File: config.mk
export PLATFORM = sky130hd
export DESIGN_NAME = video_pixel_serializer
export DESIGN_NICKNAME = d
export VERILOG_FILES = /design/src/rtl/video_pixel_serializer.sv
export SDC_FILE = /design/constraint.sdc
export NUM_CORES = 1
export LEC_CHECK = 0
export BUFFER_PORTS_ARGS = -buffer_cell sky130_fd_sc_hd__buf_2
export CELL_PAD_IN_SITES_DETAIL_PLACEMENT = 0
export CELL_PAD_IN_SITES_GLOBAL_PLACEMENT = 1
export CORE_UTILIZATION = 34
export DETAILED_ROUTE_END_ITERATION = 6
export MAX_ROUTING_LAYER = met4
export PLACE_DENSITY_LB_ADDON = 0.1
export SLEW_MARGIN = 20
export SYNTH_ARGS = -nofsm -noshare
export SYNTH_HDL_FRONTEND = slang
export SYNTH_SLANG_ARGS = --single-unit
File: constraint.sdc
create_clock -name CLK_14M -period 1.6 [get_ports CLK_14M]
set_input_delay 0.32 -clock CLK_14M [delete_from_list [all_inputs] [get_ports CLK_14M]]
set_output_delay 0.32 -clock CLK_14M [all_outputs]
set_load 0.01 [all_outputs]
File: src/rtl/video_pixel_serializer.sv
// Apple IIe multi-mode video serializer.
// Builds a 14-dot pattern per character cell for TEXT40, TEXT80, LORES, HIRES
// and DHIRES, shifts it out one dot per CLK_14M on VIDEO, owns the flash-rate
// counter and forms the addresses for the main and aux character ROMs.
module video_pixel_serializer #(
  parameter int CHAR_W       = 7,
  parameter int ROM_AW       = 12,
  parameter int FLASH_FRAMES = 16
) (
  input  logic              CLK_14M,
  input  logic              RESET,
  input  logic              PIX_CE,
  input  logic              LOAD_N,
  input  logic              WNDW_N,
  input  logic [2:0]        MODE,
  input  logic              ALTCHAR,
  input  logic              SEGA,
  input  logic              SEGB,
  input  logic              SEGC,
  input  logic              COL_ODD,
  input  logic [7:0]        DL_MAIN,
  input  logic [7:0]        DL_AUX,
  input  logic              VBL_TICK,
  output logic [ROM_AW-1:0] ROM_ADDR_M,
  output logic [ROM_AW-1:0] ROM_ADDR_A,
  input  logic [7:0]        ROM_Q_M,
  input  logic [7:0]        ROM_Q_A,
  output logic              FLASH,
  output logic              VIDEO
);

  localparam int PAT_W = 2 * CHAR_W;
  // Enough repeats of a LORES nibble to cover the pattern plus a 2-dot phase shift.
  localparam int REP_N = (PAT_W + 2 + 3) / 4;
  localparam int CNT_W = (FLASH_FRAMES > 1) ? $clog2(FLASH_FRAMES) : 1;

  localparam logic [2:0] MODE_TEXT80 = 3'd1;
  localparam logic [2:0] MODE_LORES  = 3'd2;
  localparam logic [2:0] MODE_HIRES  = 3'd3;
  localparam logic [2:0] MODE_DHIRES = 3'd4;

  logic [PAT_W-1:0]   sr;
  logic               last_q;
  logic [CNT_W-1:0]   flash_cnt;
  logic [PAT_W-1:0]   load_pat;
  logic [PAT_W-1:0]   dbl_main;
  logic [PAT_W-1:0]   dbl_rom_m;
  logic [3:0]         lores_nib;
  logic [4*REP_N-1:0] lores_rep;
  logic [PAT_W-1:0]   lores_pat;
  logic               load;
  logic               unused_rom_msb;

  // Character ROM address: bit 10 selects inverse/flash, bit 9 the alternate
  // (MouseText) half; the top bit is the graphics-ROM select, held low.
  function automatic logic [11:0] char_addr(input logic [7:0] b,
                                            input logic       flash,
                                            input logic       alt,
                                            input logic [2:0] seg);
    logic a10;
    logic a9;
    a10 = b[7] | (b[6] & flash & ~alt & ~b[7]);
    a9  = b[6] & (alt | b[7]);
    return {1'b0, a10, a9, b[5:0], seg};
  endfunction

  assign ROM_ADDR_M = ROM_AW'(char_addr(DL_MAIN, FLASH, ALTCHAR, {SEGC, SEGB, SEGA}));
  assign ROM_ADDR_A = ROM_AW'(char_addr(DL_AUX,  FLASH, ALTCHAR, {SEGC, SEGB, SEGA}));

  // PIX_CE qualifies only the load strobe; shifting runs every CLK_14M.
  assign load = PIX_CE & ~LOAD_N;

  // Each source bit widened to two dots (40-column and HIRES dot width).
  for (genvar g = 0; g < CHAR_W; g++) begin : g_double
    assign dbl_main[2*g]    = DL_MAIN[g];
    assign dbl_main[2*g+1]  = DL_MAIN[g];
    assign dbl_rom_m[2*g]   = ~ROM_Q_M[g];
    assign dbl_rom_m[2*g+1] = ~ROM_Q_M[g];
  end

  // LORES colour nibble repeated across the cell; odd columns start two dots
  // later in the repeat so the colour phase stays continuous across cells.
  assign lores_nib = SEGC ? DL_MAIN[7:4] : DL_MAIN[3:0];
  assign lores_rep = {REP_N{lores_nib}};
  assign lores_pat = COL_ODD ? lores_rep[PAT_W+1:2] : lores_rep[PAT_W-1:0];

  // The ROM MSB carries no dot information.
  assign unused_rom_msb = ^{ROM_Q_M[7], ROM_Q_A[7]};

  // Select the cell pattern for the current mode; bit 0 is the first dot shown.
  always_comb begin
    // NOTE: every output of this block gets a default before the case so no
    // path leaves it unassigned, which would otherwise infer a latch.
    load_pat = '0;
    if (!WNDW_N) begin
      case (MODE)
        MODE_TEXT80: load_pat = {~ROM_Q_M[CHAR_W-1:0], ~ROM_Q_A[CHAR_W-1:0]};
        MODE_LORES:  load_pat = lores_pat;
        MODE_HIRES:  load_pat = DL_MAIN[7] ? {dbl_main[PAT_W-2:0], last_q} : dbl_main;
        MODE_DHIRES: load_pat = {DL_MAIN[CHAR_W-1:0], DL_AUX[CHAR_W-1:0]};
        default:     load_pat = dbl_rom_m;
      endcase
    end
  end

  // Dot shifter: load a new cell or shift one dot, zero-filling past the cell.
  // The cell's mode is captured in the pattern at load, so a MODE change
  // mid-cell cannot disturb the cell already being shown.
  always_ff @(posedge CLK_14M) begin
    // NOTE: state registers use non-blocking assignments so every register
    // samples the pre-edge value of sr, independent of statement order.
    if (RESET) begin
      sr     <= '0;
      last_q <= 1'b0;
      VIDEO  <= 1'b0;
    end else begin
      last_q <= sr[0];
      VIDEO  <= sr[0];
      if (load) begin
        sr <= load_pat;
      end else begin
        sr <= {1'b0, sr[PAT_W-1:1]};
      end
    end
  end

  // Flash-rate divider: FLASH toggles once every FLASH_FRAMES frame ticks.
  always_ff @(posedge CLK_14M) begin
    if (RESET) begin
      flash_cnt <= '0;
      FLASH     <= 1'b0;
    end else if (VBL_TICK) begin
      if (flash_cnt == CNT_W'(FLASH_FRAMES - 1)) begin
        flash_cnt <= '0;
        FLASH     <= ~FLASH;
      end else begin
        flash_cnt <= flash_cnt + CNT_W'(1);
      end
    end
  end

endmodule
==> metrics <==
combinational family with the most area after synthesis=compound AO/OA/AOI/OAI gates; WS Path Type=in -> reg; FMAX=~690 MHz; Area Growth Syn to Fin=27.1%; largest net degree at the start of global routing=19; drc violations=0; sequential power share=0.390; Syn. warnings=0; clock slew at reported path FFs=0.07 ns; Seq cells post-synth=20; DRT iter0 DRCs=between 40 and 50; ys flop type=dfxtp_1; Lkg Pwr=between 1 and 1.5 nW; Post-Synth XOR/XNOR Area=0.0150; Resize count post-CTS=0; mux contribution to synthesized area=0.118; Pwr Density=601 nW/um^2; EDFF count, synth=0; Switch Pwr=0.000396 W; Cells after DPL=340; Mean Syn Cell Area=8.27 sq um; Crit path buffers/inverters=1; Initial Utilization=0.362; Worst EP arrival=between 1.5 and 2 ns; Critical Path Source Type=primary input; outcome=finished clean; reg2reg path depth=5; worst vdd ir=0.239 mV; Die Ht=about 74 microns; GRT Resource Usage Total=0.200; Slew headroom=0.611; clock buffer depth=2; worst r2r dst=flash_cnt[0]; crit path to=sr[8]; Worst path slowest cell=nor2b_1; CP cell instances=buf_2 -> nor2b_1 -> a22oi_1 -> a31oi_1 -> a21o_1; die area=5450 sq um; drt pass-1 iters=4; Worst R2R Start=flash_cnt[0]; FFs w/ async S/R, synth=0; core outline area=4850 sq um; Root Driver=clkbuf_8; Worst Path Max Fanout=14; GRT Residual Overflow=0; r2r setup slk=0.48 ns; Critical Path Stages=5; Top Family by Delay on Critical Path=compound AO/OA/AOI/OAI gates; Crit path required time=1.81 ns; DP Worst Slack=-0.130 ns; Cell Rows=25; Post-Synth Adder-Cell Area=0.00714; Post-CTS Setup Inserts=0; n_diodes=0; final-report max-slew violation count=0; endpoints failing setup=0; Clock Skew=0.000576 ns; unrepaired setup endpoints after global routing=no; Top Ports=between 70 and 80; Via Count=1751; sequential fraction of the synthesis area=0.228; Overall Power=0.00134 W; CTS hold repair buffers=0; Skew-Pair Late Insertion Delay=0.26 ns; Routed Antenna Nets=0; Worst Setup Slack, final=0.161 ns; internal power=0.000943 W; Tmin final=1.44 ns; HPWL after detailed placement=4030 microns; layout cells sized above 1=0.419; period utilisation layout=0.899; crit path from=MODE[0]; Num CTS Buffers=3; Layout fillers=492; Fin Hold WS=0.336 ns; sw frac=0.296; Via density=5.09; vias in the first global route=1591; max cap viols=0; leading cell type in the layout, fill and taps excluded=buf_2; clock power share=0.295; Clock Sinks=20; post-synthesis compound-gate area fraction=0.267; critical path capture point type=flop; post-route insts no fill=~340; GPL Wtd Cong=0.817; Worst Hold Launch=RESET; Synth cell types=46; width of the die=73.8 microns; CTS tree=done; most frequent cells in the layout=buf_2, buf_4, nand2_1; Final Hold Violating Endpoints=0; final wirelength=4960 microns; H-tree levels=1; nets=roughly 330; Combinational Power Share=0.314; cell area after synthesis=1750 sq um; fin util=0.460; Synth Instances=approximately 210; Least-Margin Pin Slew=0.582 ns; Port-buffer cells=61; initial antenna violation count=0; Synth Area in Simple Gates=0.219; routed length per instance=14.4 microns; slowest stage delay, CP=0.53 ns; first-pass GRT wire length=7880 microns; Hold Path Class=in -> reg
area by class of cell:
| cell class | instances | area [sq um] | area share |
|---|---|---|---|
| tap | 67 | 83.8 | 0.0376 |
| timing repair buffer | 94 | 566 | 0.254 |
| sequential | 20 | 400 | 0.180 |
| multi-input combinational | 154 | 1100 | 0.496 |
| inverter | 5 | 18.8 | 0.00842 |
| clock buffer | 4 | 55.1 | 0.0247 |
metrics by stage:
stage               cell area (sq um)  setup TNS (ns)
floorplan                        1760               0
global placement                 2170          -0.810
detailed placement               2170          -0.826
CTS                              2230               0
global route                     2230               0
finish                           2230               0
worst min path at each step:
stage              endpoint  slack [ns]  cells after the start
5_1_grt              last_q        0.35                      2
3_3_place_gp         sr[10]        0.41                      1
3_5_place_dp         sr[10]        0.41                      1
4_1_cts        flash_cnt[0]        0.35                      2
6_report       flash_cnt[0]        0.34                      2
2_1_floorplan        sr[11]        0.40                      2
routing by layer:
metal,share of wire,vias to the layer above,GRT usage
met4,0.027,0,0.0940
met2,0.46,49,0.302
met1,0.49,805,0.268
met5,0,-,-
li1,-,889,-
met3,0.030,8,0.0206
power groups by stage:
stage | Clock [W] | Combinational, W | Sequential (W)
after global placement | 0 | 0.000420 | 0.000534
after CTS | 0.000395 | 0.000422 | 0.000523
after floorplan | 0 | 0.000258 | 0.000532
after detailed placement | 0 | 0.000421 | 0.000534
after global routing | 0.000428 | 0.000463 | 0.000524
final | 0.000396 | 0.000421 | 0.000523
cell families (layout without fill, tap and decap cells):
logic type | Yosys count | count (layout)
AO/OA/AOI/OAI | 64 | 64
XOR/XNOR | 3 | 3
adder cells (fa/ha/maj) | 1 | 1
buffers and inverters | 39 | 103
flip-flops | 20 | 20
multiplexers | 14 | 14
other | 1 | 2
AND/OR/NAND/NOR | 70 | 70
state kept, by name, indices dropped and copies added, names as in the netlist:
register,cells
flash_cnt,4
FLASH,1
sr,14
last_q,1
synth_stat cells (2+ instances only):
cell type	number	area (sq um)
buf_2	6	30.0
o21ai_1	3	15.0
a21o_1	9	67.6
mux2i_1	3	30.0
o21a_1	2	15.0
buf_4	22	165
nor2_1	16	60.1
xor2_1	2	17.5
nand2_1	29	109
dfxtp_1	20	400
o211a_1	7	70.1
mux4_2	2	45.0
a22oi_1	6	45.0
nor2b_1	3	18.8
a21oi_1	11	55.1
buf_6	2	22.5
clkbuf_1	4	15.0
o21ai_0	5	25.0
o211ai_1	6	45.0
mux2_2	7	78.8
inv_1	5	18.8
nor3_1	2	10.0
o211ai_2	4	50.1
mux4_1	2	52.6
or2b_1	2	15.0
or4b_1	6	60.1
a31oi_1	7	43.8
No activity file was read; power rests on OpenSTA's default activity.
